File: src/rtl/axil_mem_req_adapter_pkg.sv
`default_nettype none
// ============================================================================
// Module   : axil_mem_req_adapter_pkg
// Brief    : AXI4-Lite response codes, protection default and the adapter
//            FSM state encoding shared by the request adapter files.
// Revision : 1.0 - initial release
// ============================================================================
package axil_mem_req_adapter_pkg;

    localparam logic [1:0] c_resp_okay   = 2'b00;
    localparam logic [1:0] c_resp_exokay = 2'b01;
    localparam logic [1:0] c_resp_slverr = 2'b10;
    localparam logic [1:0] c_resp_decerr = 2'b11;

    localparam logic [2:0] c_prot_default = 3'b000;

    typedef enum logic [2:0] {
        S_IDLE = 3'd0,
        S_WR   = 3'd1,
        S_WR_B = 3'd2,
        S_RD_A = 3'd3,
        S_RD_R = 3'd4,
        S_RESP = 3'd5
    } state_t;

    // SLVERR and DECERR are reported to the core as a single error bit.
    function automatic logic resp_is_err(input logic [1:0] resp);
        logic err;
        err = 1'b0;
        case (resp)
            c_resp_okay, c_resp_exokay:  err = 1'b0;
            c_resp_slverr, c_resp_decerr: err = 1'b1;
            default:                      err = 1'b0;
        endcase
        return err;
    endfunction

endpackage
`default_nettype wire

File: src/rtl/axil_mem_req_adapter_if.sv
`default_nettype none
// ============================================================================
// Module   : axil_mem_req_adapter_if
// Brief    : Core request/response channel plus AXI4-Lite master channels.
//            master = adapter view, slave = environment (core + AXI slave).
// Revision : 1.0 - initial release
// ============================================================================
interface axil_mem_req_adapter_if #(
    parameter int ADDR_WIDTH = 5,
    parameter int DATA_WIDTH = 32,
    parameter int STRB_WIDTH = DATA_WIDTH / 8
);
    logic                  req_valid;
    logic                  req_ready;
    logic                  req_wen;
    logic [ADDR_WIDTH-1:0] req_addr;
    logic [DATA_WIDTH-1:0] req_wdata;
    logic [STRB_WIDTH-1:0] req_wstrb;

    logic                  resp_valid;
    logic                  resp_ready;
    logic [DATA_WIDTH-1:0] resp_rdata;
    logic                  resp_err;

    logic [ADDR_WIDTH-1:0] m_axil_awaddr;
    logic [2:0]            m_axil_awprot;
    logic                  m_axil_awvalid;
    logic                  m_axil_awready;
    logic [DATA_WIDTH-1:0] m_axil_wdata;
    logic [STRB_WIDTH-1:0] m_axil_wstrb;
    logic                  m_axil_wvalid;
    logic                  m_axil_wready;
    logic [1:0]            m_axil_bresp;
    logic                  m_axil_bvalid;
    logic                  m_axil_bready;
    logic [ADDR_WIDTH-1:0] m_axil_araddr;
    logic [2:0]            m_axil_arprot;
    logic                  m_axil_arvalid;
    logic                  m_axil_arready;
    logic [DATA_WIDTH-1:0] m_axil_rdata;
    logic [1:0]            m_axil_rresp;
    logic                  m_axil_rvalid;
    logic                  m_axil_rready;

    modport master (
        input  req_valid, req_wen, req_addr, req_wdata, req_wstrb,
        output req_ready,
        output resp_valid, resp_rdata, resp_err,
        input  resp_ready,
        output m_axil_awaddr, m_axil_awprot, m_axil_awvalid,
        input  m_axil_awready,
        output m_axil_wdata, m_axil_wstrb, m_axil_wvalid,
        input  m_axil_wready,
        input  m_axil_bresp, m_axil_bvalid,
        output m_axil_bready,
        output m_axil_araddr, m_axil_arprot, m_axil_arvalid,
        input  m_axil_arready,
        input  m_axil_rdata, m_axil_rresp, m_axil_rvalid,
        output m_axil_rready
    );

    modport slave (
        output req_valid, req_wen, req_addr, req_wdata, req_wstrb,
        input  req_ready,
        input  resp_valid, resp_rdata, resp_err,
        output resp_ready,
        input  m_axil_awaddr, m_axil_awprot, m_axil_awvalid,
        output m_axil_awready,
        input  m_axil_wdata, m_axil_wstrb, m_axil_wvalid,
        output m_axil_wready,
        output m_axil_bresp, m_axil_bvalid,
        input  m_axil_bready,
        input  m_axil_araddr, m_axil_arprot, m_axil_arvalid,
        output m_axil_arready,
        output m_axil_rdata, m_axil_rresp, m_axil_rvalid,
        input  m_axil_rready
    );

endinterface
`default_nettype wire

File: src/rtl/axil_mem_req_adapter_resp_hold.sv
`default_nettype none
// ============================================================================
// Module   : axil_mem_req_adapter_resp_hold
// Brief    : One-entry data/err holding register with valid/ready output so a
//            completed response survives an arbitrarily long core stall.
// Revision : 1.0 - initial release
// ============================================================================
module axil_mem_req_adapter_resp_hold #(
    parameter int DATA_WIDTH = 32
) (
    input  wire logic                  clk,
    input  wire logic                  rst,
    input  wire logic                  load,
    input  wire logic [DATA_WIDTH-1:0] load_data,
    input  wire logic                  load_err,
    output logic                       valid,
    input  wire logic                  ready,
    output logic [DATA_WIDTH-1:0]      data,
    output logic                       err
);

    logic                  r_valid;
    logic [DATA_WIDTH-1:0] r_data;
    logic                  r_err;

    // Capture on load; valid clears only when the consumer takes the entry.
    always_ff @(posedge clk) begin
        if (!rst) begin
            r_valid <= 1'b0;
            r_data  <= '0;
            r_err   <= 1'b0;
        end else if (load) begin
            r_valid <= 1'b1;
            r_data  <= load_data;
            r_err   <= load_err;
        end else if (r_valid && ready) begin
            r_valid <= 1'b0;
        end
    end

    assign valid = r_valid;
    assign data  = r_data;
    assign err   = r_err;

endmodule
`default_nettype wire

File: src/rtl/axil_mem_req_adapter.sv
`default_nettype none
// ============================================================================
// Module   : axil_mem_req_adapter
// Brief    : Converts a one-beat valid/ready load/store request into a single
//            AXI4-Lite write (AW+W+B) or read (AR+R) and holds the response
//            until the core accepts it. One transaction in flight.
//            Optional macro RESP_BYPASS_EN: forward B/R straight to the
//            response port and skip the holding stage when the core is ready.
// Revision : 1.0 - initial release
// ============================================================================
module axil_mem_req_adapter
    import axil_mem_req_adapter_pkg::*;
#(
    parameter int ADDR_WIDTH = 5,
    parameter int DATA_WIDTH = 32,
    parameter int STRB_WIDTH = DATA_WIDTH / 8
) (
    input  wire logic               clk,
    input  wire logic               rst,
    axil_mem_req_adapter_if.master  bus
);

    state_t                r_state;
    state_t                w_state_next;
    logic [ADDR_WIDTH-1:0] r_addr;
    logic [DATA_WIDTH-1:0] r_wdata;
    logic [STRB_WIDTH-1:0] r_wstrb;
    logic                  r_aw_done;
    logic                  r_w_done;

    logic                  w_req_ready;
    logic                  w_awvalid;
    logic                  w_wvalid;
    logic                  w_bready;
    logic                  w_arvalid;
    logic                  w_rready;
    logic                  w_hold_load;
    logic [DATA_WIDTH-1:0] w_hold_data;
    logic                  w_hold_err;
    logic                  w_byp_valid;
    logic [DATA_WIDTH-1:0] w_byp_data;
    logic                  w_byp_err;
    logic                  w_held_valid;
    logic [DATA_WIDTH-1:0] w_held_data;
    logic                  w_held_err;

    // State register.
    always_ff @(posedge clk) begin
        if (!rst) r_state <= S_IDLE;
        else      r_state <= w_state_next;
    end

    // Request latch and per-channel write handshake tracking.
    always_ff @(posedge clk) begin
        if (!rst) begin
            r_addr    <= '0;
            r_wdata   <= '0;
            r_wstrb   <= '0;
            r_aw_done <= 1'b0;
            r_w_done  <= 1'b0;
        end else if (r_state == S_IDLE && bus.req_valid) begin
            r_addr    <= bus.req_addr;
            r_wdata   <= bus.req_wdata;
            r_wstrb   <= bus.req_wstrb;
            r_aw_done <= 1'b0;
            r_w_done  <= 1'b0;
        end else if (r_state == S_WR) begin
            if (w_awvalid && bus.m_axil_awready) r_aw_done <= 1'b1;
            if (w_wvalid && bus.m_axil_wready)   r_w_done  <= 1'b1;
        end
    end

    // Next-state and channel control decode.
    always_comb begin
        w_state_next = r_state;
        w_req_ready  = 1'b0;
        w_awvalid    = 1'b0;
        w_wvalid     = 1'b0;
        w_bready     = 1'b0;
        w_arvalid    = 1'b0;
        w_rready     = 1'b0;
        w_hold_load  = 1'b0;
        w_hold_data  = '0;
        w_hold_err   = 1'b0;
        w_byp_valid  = 1'b0;
        w_byp_data   = '0;
        w_byp_err    = 1'b0;
        case (r_state)
            S_IDLE: begin
                w_req_ready = 1'b1;
                if (bus.req_valid) w_state_next = bus.req_wen ? S_WR : S_RD_A;
            end
            S_WR: begin
                w_awvalid = !r_aw_done;
                w_wvalid  = !r_w_done;
                if ((r_aw_done || bus.m_axil_awready) && (r_w_done || bus.m_axil_wready))
                    w_state_next = S_WR_B;
            end
            S_WR_B: begin
                w_bready = 1'b1;
                if (bus.m_axil_bvalid) begin
                    w_hold_data = '0;
                    w_hold_err  = resp_is_err(bus.m_axil_bresp);
`ifdef RESP_BYPASS_EN
                    w_byp_valid = 1'b1;
                    w_byp_data  = '0;
                    w_byp_err   = resp_is_err(bus.m_axil_bresp);
                    w_hold_load = !bus.resp_ready;
                    w_state_next = bus.resp_ready ? S_IDLE : S_RESP;
`else
                    w_hold_load  = 1'b1;
                    w_state_next = S_RESP;
`endif
                end
            end
            S_RD_A: begin
                w_arvalid = 1'b1;
                if (bus.m_axil_arready) w_state_next = S_RD_R;
            end
            S_RD_R: begin
                w_rready = 1'b1;
                if (bus.m_axil_rvalid) begin
                    w_hold_data = bus.m_axil_rdata;
                    w_hold_err  = resp_is_err(bus.m_axil_rresp);
`ifdef RESP_BYPASS_EN
                    w_byp_valid = 1'b1;
                    w_byp_data  = bus.m_axil_rdata;
                    w_byp_err   = resp_is_err(bus.m_axil_rresp);
                    w_hold_load = !bus.resp_ready;
                    w_state_next = bus.resp_ready ? S_IDLE : S_RESP;
`else
                    w_hold_load  = 1'b1;
                    w_state_next = S_RESP;
`endif
                end
            end
            S_RESP: begin
                if (bus.resp_ready) w_state_next = S_IDLE;
            end
            default: w_state_next = S_IDLE;
        endcase
    end

    axil_mem_req_adapter_resp_hold #(
        .DATA_WIDTH (DATA_WIDTH)
    ) u_resp_hold (
        .clk       (clk),
        .rst       (rst),
        .load      (w_hold_load),
        .load_data (w_hold_data),
        .load_err  (w_hold_err),
        .valid     (w_held_valid),
        .ready     (bus.resp_ready),
        .data      (w_held_data),
        .err       (w_held_err)
    );

    // req_ready stays low while reset is asserted, even though the state is IDLE.
    assign bus.req_ready      = w_req_ready & rst;
    assign bus.resp_valid     = w_held_valid | w_byp_valid;
    assign bus.resp_rdata     = w_byp_valid ? w_byp_data : w_held_data;
    assign bus.resp_err       = w_byp_valid ? w_byp_err  : w_held_err;

    assign bus.m_axil_awaddr  = r_addr;
    assign bus.m_axil_awprot  = c_prot_default;
    assign bus.m_axil_awvalid = w_awvalid;
    assign bus.m_axil_wdata   = r_wdata;
    assign bus.m_axil_wstrb   = r_wstrb;
    assign bus.m_axil_wvalid  = w_wvalid;
    assign bus.m_axil_bready  = w_bready;
    assign bus.m_axil_araddr  = r_addr;
    assign bus.m_axil_arprot  = c_prot_default;
    assign bus.m_axil_arvalid = w_arvalid;
    assign bus.m_axil_rready  = w_rready;

endmodule
`default_nettype wire

File: src/flat_wrapper.sv
// flat-port wrapper written by rule: the top's interface ports become plain ports
module axil_mem_req_adapter_flat import axil_mem_req_adapter_pkg::*;
#(
    parameter int ADDR_WIDTH = 5,
    parameter int DATA_WIDTH = 32,
    parameter int STRB_WIDTH = DATA_WIDTH / 8
)
  (clk, rst, bus_req_valid, bus_req_wen, bus_req_addr, bus_req_wdata, bus_req_wstrb, bus_req_ready, bus_resp_valid, bus_resp_rdata, bus_resp_err, bus_resp_ready, bus_m_axil_awaddr, bus_m_axil_awprot, bus_m_axil_awvalid, bus_m_axil_awready, bus_m_axil_wdata, bus_m_axil_wstrb, bus_m_axil_wvalid, bus_m_axil_wready, bus_m_axil_bresp, bus_m_axil_bvalid, bus_m_axil_bready, bus_m_axil_araddr, bus_m_axil_arprot, bus_m_axil_arvalid, bus_m_axil_arready, bus_m_axil_rdata, bus_m_axil_rresp, bus_m_axil_rvalid, bus_m_axil_rready);
  axil_mem_req_adapter_if #(.ADDR_WIDTH(ADDR_WIDTH), .DATA_WIDTH(DATA_WIDTH), .STRB_WIDTH(STRB_WIDTH)) bus_i ();
  input  wire logic clk;
  input  wire logic rst;
  input wire logic [$bits(bus_i.req_valid)-1:0] bus_req_valid;
  input wire logic [$bits(bus_i.req_wen)-1:0] bus_req_wen;
  input wire logic [$bits(bus_i.req_addr)-1:0] bus_req_addr;
  input wire logic [$bits(bus_i.req_wdata)-1:0] bus_req_wdata;
  input wire logic [$bits(bus_i.req_wstrb)-1:0] bus_req_wstrb;
  output wire logic [$bits(bus_i.req_ready)-1:0] bus_req_ready;
  output wire logic [$bits(bus_i.resp_valid)-1:0] bus_resp_valid;
  output wire logic [$bits(bus_i.resp_rdata)-1:0] bus_resp_rdata;
  output wire logic [$bits(bus_i.resp_err)-1:0] bus_resp_err;
  input wire logic [$bits(bus_i.resp_ready)-1:0] bus_resp_ready;
  output wire logic [$bits(bus_i.m_axil_awaddr)-1:0] bus_m_axil_awaddr;
  output wire logic [$bits(bus_i.m_axil_awprot)-1:0] bus_m_axil_awprot;
  output wire logic [$bits(bus_i.m_axil_awvalid)-1:0] bus_m_axil_awvalid;
  input wire logic [$bits(bus_i.m_axil_awready)-1:0] bus_m_axil_awready;
  output wire logic [$bits(bus_i.m_axil_wdata)-1:0] bus_m_axil_wdata;
  output wire logic [$bits(bus_i.m_axil_wstrb)-1:0] bus_m_axil_wstrb;
  output wire logic [$bits(bus_i.m_axil_wvalid)-1:0] bus_m_axil_wvalid;
  input wire logic [$bits(bus_i.m_axil_wready)-1:0] bus_m_axil_wready;
  input wire logic [$bits(bus_i.m_axil_bresp)-1:0] bus_m_axil_bresp;
  input wire logic [$bits(bus_i.m_axil_bvalid)-1:0] bus_m_axil_bvalid;
  output wire logic [$bits(bus_i.m_axil_bready)-1:0] bus_m_axil_bready;
  output wire logic [$bits(bus_i.m_axil_araddr)-1:0] bus_m_axil_araddr;
  output wire logic [$bits(bus_i.m_axil_arprot)-1:0] bus_m_axil_arprot;
  output wire logic [$bits(bus_i.m_axil_arvalid)-1:0] bus_m_axil_arvalid;
  input wire logic [$bits(bus_i.m_axil_arready)-1:0] bus_m_axil_arready;
  input wire logic [$bits(bus_i.m_axil_rdata)-1:0] bus_m_axil_rdata;
  input wire logic [$bits(bus_i.m_axil_rresp)-1:0] bus_m_axil_rresp;
  input wire logic [$bits(bus_i.m_axil_rvalid)-1:0] bus_m_axil_rvalid;
  output wire logic [$bits(bus_i.m_axil_rready)-1:0] bus_m_axil_rready;
  assign bus_i.req_valid = bus_req_valid;
  assign bus_i.req_wen = bus_req_wen;
  assign bus_i.req_addr = bus_req_addr;
  assign bus_i.req_wdata = bus_req_wdata;
  assign bus_i.req_wstrb = bus_req_wstrb;
  assign bus_req_ready = bus_i.req_ready;
  assign bus_resp_valid = bus_i.resp_valid;
  assign bus_resp_rdata = bus_i.resp_rdata;
  assign bus_resp_err = bus_i.resp_err;
  assign bus_i.resp_ready = bus_resp_ready;
  assign bus_m_axil_awaddr = bus_i.m_axil_awaddr;
  assign bus_m_axil_awprot = bus_i.m_axil_awprot;
  assign bus_m_axil_awvalid = bus_i.m_axil_awvalid;
  assign bus_i.m_axil_awready = bus_m_axil_awready;
  assign bus_m_axil_wdata = bus_i.m_axil_wdata;
  assign bus_m_axil_wstrb = bus_i.m_axil_wstrb;
  assign bus_m_axil_wvalid = bus_i.m_axil_wvalid;
  assign bus_i.m_axil_wready = bus_m_axil_wready;
  assign bus_i.m_axil_bresp = bus_m_axil_bresp;
  assign bus_i.m_axil_bvalid = bus_m_axil_bvalid;
  assign bus_m_axil_bready = bus_i.m_axil_bready;
  assign bus_m_axil_araddr = bus_i.m_axil_araddr;
  assign bus_m_axil_arprot = bus_i.m_axil_arprot;
  assign bus_m_axil_arvalid = bus_i.m_axil_arvalid;
  assign bus_i.m_axil_arready = bus_m_axil_arready;
  assign bus_i.m_axil_rdata = bus_m_axil_rdata;
  assign bus_i.m_axil_rresp = bus_m_axil_rresp;
  assign bus_i.m_axil_rvalid = bus_m_axil_rvalid;
  assign bus_m_axil_rready = bus_i.m_axil_rready;
  axil_mem_req_adapter #(.ADDR_WIDTH(ADDR_WIDTH), .DATA_WIDTH(DATA_WIDTH), .STRB_WIDTH(STRB_WIDTH)) u_core (.clk(clk), .rst(rst), .bus(bus_i));
endmodule
File: config.mk
export PLATFORM = sky130hd
export DESIGN_NAME = axil_mem_req_adapter_flat
export DESIGN_NICKNAME = d
export VERILOG_FILES = /design/src/rtl/axil_mem_req_adapter_pkg.sv /design/src/rtl/axil_mem_req_adapter_if.sv /design/src/rtl/axil_mem_req_adapter_resp_hold.sv /design/src/rtl/axil_mem_req_adapter.sv /design/src/flat_wrapper.sv
export SDC_FILE = /design/constraint.sdc
export NUM_CORES = 1
export LEC_CHECK = 0
export CORE_ASPECT_RATIO = 1.25
export CORE_UTILIZATION = 25
export DETAILED_ROUTE_END_ITERATION = 10
export SYNTH_ARGS = -nofsm -noshare
export SYNTH_HDL_FRONTEND = slang
export SYNTH_SLANG_ARGS = --single-unit
File: constraint.sdc
create_clock -name clk -period 4.3 [get_ports clk]
set_clock_uncertainty 0.1 [all_clocks]
set_input_delay 0.86 -clock clk [delete_from_list [all_inputs] [get_ports clk]]
set_output_delay 0.86 -clock clk [all_outputs]
set_load 0.005 [all_outputs]
==> results.json <==
{
  "status": "finished, final reports clean",
  "wirelength_mm": 8.75,
  "power.internal_mw": 1.85,
  "worst_pin_slew_ns": 1.12,
  "cts_inserted_buffers": 9,
  "core_mm2": 0.0123,
  "ys_seq_elements": 80,
  "die_y_um": 129,
  "cts_root_buffer": "clkbuf_16",
  "syn_area_mm2": 0.00321,
  "grt_usage": 0.132,
  "power.switching_mw": 0.716,
  "finalSetupTns_ns": 0,
  "leakage_nw": 1.87,
  "clk_latency_ns": 0.33,
  "hold_class": "flop to flop",
  "hp-start": "u_core.bus.m_axil_wstrb[0]",
  "nets": 589,
  "wl_per_cell_um": 13.0,
  "slew_headroom": 0.252,
  "swShare": 0.279,
  "cp-start-kind": "flop",
  "rows": 45,
  "synth_edf_count": 0,
  "period_share": 0.655,
  "min_path_cells": 2,
  "syn_to_final_growth_pct": 63.8,
  "grt_pass1_vias": 2820,
  "clk_pin_slew_worst_paths_ns": 0.06,
  "ctsHtreeMaxLevel": 3,
  "synthFlopType": "dfxtp_1",
  "period_minus_slack_ns": 2.82,
  "clock_power_share": 0.342,
  "required_ns": 3.34,
  "rr_endpoint": "u_core.u_resp_hold.data[22]",
  "holdPathEnd": "u_core.bus.m_axil_wstrb[0]",
  "ant_nets": 0,
  "start_util": 0.260,
  "postCtsHoldBufs": 0,
  "cts_sinks": 80,
  "critical_path_class": "flop to output port",
  "n_fill_cell": 1199,
  "drt_iter0_markers": 94,
  "dr.pass1.iters": 4,
  "viasPerCell": 4.33,
  "reg2reg_slack_ns": 2.10,
  "path_max_fanout": 10,
  "gp_congestion": 0.691,
  "multiInputGateArea_mm2": 0.00138,
  "io_buffers": 170,
  "place_ws_ns": 1.38,
  "fmax_mhz": 355,
  "dieArea_mm2": 0.0133,
  "p_comb_frac": 0.293,
  "cts_setup_buffers": 0,
  "pwr-share-seq": 0.366,
  "antenna_found_initial": 1,
  "endpoint_kind": "output port",
  "pin_count": 179,
  "irDropWorstVdd_uv": 178,
  "seq_area_frac_synth": 0.499,
  "die_x_um": 103,
  "place_hpwl_mm": 6.08,
  "drive_above_1_share": 0.0513,
  "clk_path_buf_depth": 2,
  "grt_overflow": 0,
  "power_density_mw_per_mm2": 488,
  "r2r_cells": 3,
  "vias": 2907,
  "grt_max_degree": 81,
  "synthCells": 351,
  "seqCellArea_mm2": 0.00160,
  "setup_violations": 0,
  "regToRegStartpoint": "u_core.r_state[0]",
  "syn_avg_cell_area_um2": 9.15,
  "holdWs_ns": 0.349,
  "cts_resized": 0,
  "async_reset_ff_frac": 0,
  "route.detailed.drc": 0,
  "cts_tree": "built",
  "yosys_warnings": 0,
  "fin_ws_ns": 1.48,
  "hold_violations": 0,
  "final_max_slew_viol_count": 0,
  "grt_setup_unrepaired": "false",
  "grt_pass1_wl_mm": 13.5,
  "cap_violations": 0,
  "synth_cell_type_count": 32,
  "arrival_ns": 1.86
}
-- metal layers --
metal / part of all wire / GRT usage / up-vias / wire length (µm)
met3: 0.087 / 0.0462 / 11 / 764
met1: 0.40 / 0.142 / 1330 / 3510
met4: 0.019 / 0.0621 / 0 / 167
met5: 0 / 0 / - / 0
li1: - / - / 1458 / -
met2: 0.49 / 0.227 / 108 / 4300
-- cell families (layout without fill, tap and decap cells) --
group                  Yosys count  count (layout)  synth area share
flip-flops                      80              80             0.499
multiplexers                     2               2           0.00779
other                            1               7           0.00117
AND/OR/NAND/NOR                144             144             0.217
buffers and inverters           40             191            0.0787
AO/OA/AOI/OAI                   84              84             0.197
-- flip-flops by register name (all words and copies together), names as in the netlist --
name / count
u_core.u_resp_hold.err: 1
u_core.bus.m_axil_wdata: 32
u_core.u_resp_hold.data: 32
u_core.r_aw_done: 1
u_core.bus.m_axil_araddr: 5
u_core.r_w_done: 1
u_core.u_resp_hold.valid: 1
u_core.r_state: 3
u_core.bus.m_axil_wstrb: 4
-- cell type report --
class                      count  share of cell area
timing repair buffer         174               0.328
sequential                    80               0.304
multi-input combinational    236               0.262
clock buffer                  11              0.0461
tap                          164              0.0390
clock inverter                 5              0.0197
inverter                       1            0.000713
antenna                        1            0.000476
-- through the flow --
step / area, µm² / power (mW) / util / cells
after global placement: 4910 / 1.71 / 0.398 / 655
after global routing: 5260 / 2.73 / 0.427 / 671
final: 5260 / 2.57 / 0.427 / 672
after CTS: 5260 / 2.61 / 0.427 / 671
after floorplan: 3230 / 1.37 / - / 356
after detailed placement: 4910 / 1.72 / 0.398 / 655
-- how the worst max path moves through the flow --
stage | endpoint | slack, ns | cells after the start | start
2_1_floorplan | bus_req_ready | 1.88 | 3 | rst
3_3_place_gp | u_core.u_resp_hold.data[18] | 1.43 | 5 | bus_m_axil_bvalid
3_5_place_dp | u_core.u_resp_hold.data[22] | 1.38 | 5 | bus_m_axil_bvalid
4_1_cts | bus_m_axil_arvalid | 1.45 | 2 | u_core.r_state[0]
5_1_grt | bus_m_axil_wvalid | 1.31 | 3 | u_core.r_state[0]
6_report | bus_m_axil_wvalid | 1.48 | 4 | u_core.r_state[2]
-- power by group through the flow --
stage                     sequential, mW  combinational (mW)  clock [mW]
final                              0.939               0.751       0.878
after global routing               0.957               0.835       0.936
after CTS                          0.940               0.770       0.905
after detailed placement           0.956               0.765           0
after global placement             0.949               0.758           0
after floorplan                    0.934               0.431           0
-- Yosys cell counts (3+ instances only) --
cell / count / share of area
nand2_1: 88 / 0.10
a21boi_0: 3 / 0.0070
buf_6: 5 / 0.018
clkbuf_1: 12 / 0.014
dfxtp_1: 80 / 0.50
nor2b_1: 33 / 0.064
nand2b_1: 3 / 0.0058
buf_4: 15 / 0.035
nor2_1: 6 / 0.0070
a22oi_1: 32 / 0.075
nand3b_1: 3 / 0.0070
buf_2: 7 / 0.011
a21boi_1: 41 / 0.096
-- cell usage in the layout, fill, tap and decap left out, types with 2 or more instances in the layout --
master,count
a21boi_1,41
clkbuf_16,9
clkdlybuf4s50_1,169
buf_4,4
conb_1,6
nand2b_1,3
dfxtp_1,80
nand3b_1,3
nor2_1,6
a22oi_1,32
nand2_1,88
a21boi_0,3
nor2b_1,33
bufinv_16,3
and2_1,2
a21o_1,2
a31oi_1,2
nand3_1,2
-- critical path: stages (launching register included) --
cell,delay (ns)
dfxtp_1,0.42
nor2_1,0.34
nand2_1,0.12
nor2_1,0.13
clkdlybuf4s50_1,0.52
Power figures use the tool's default switching activity.
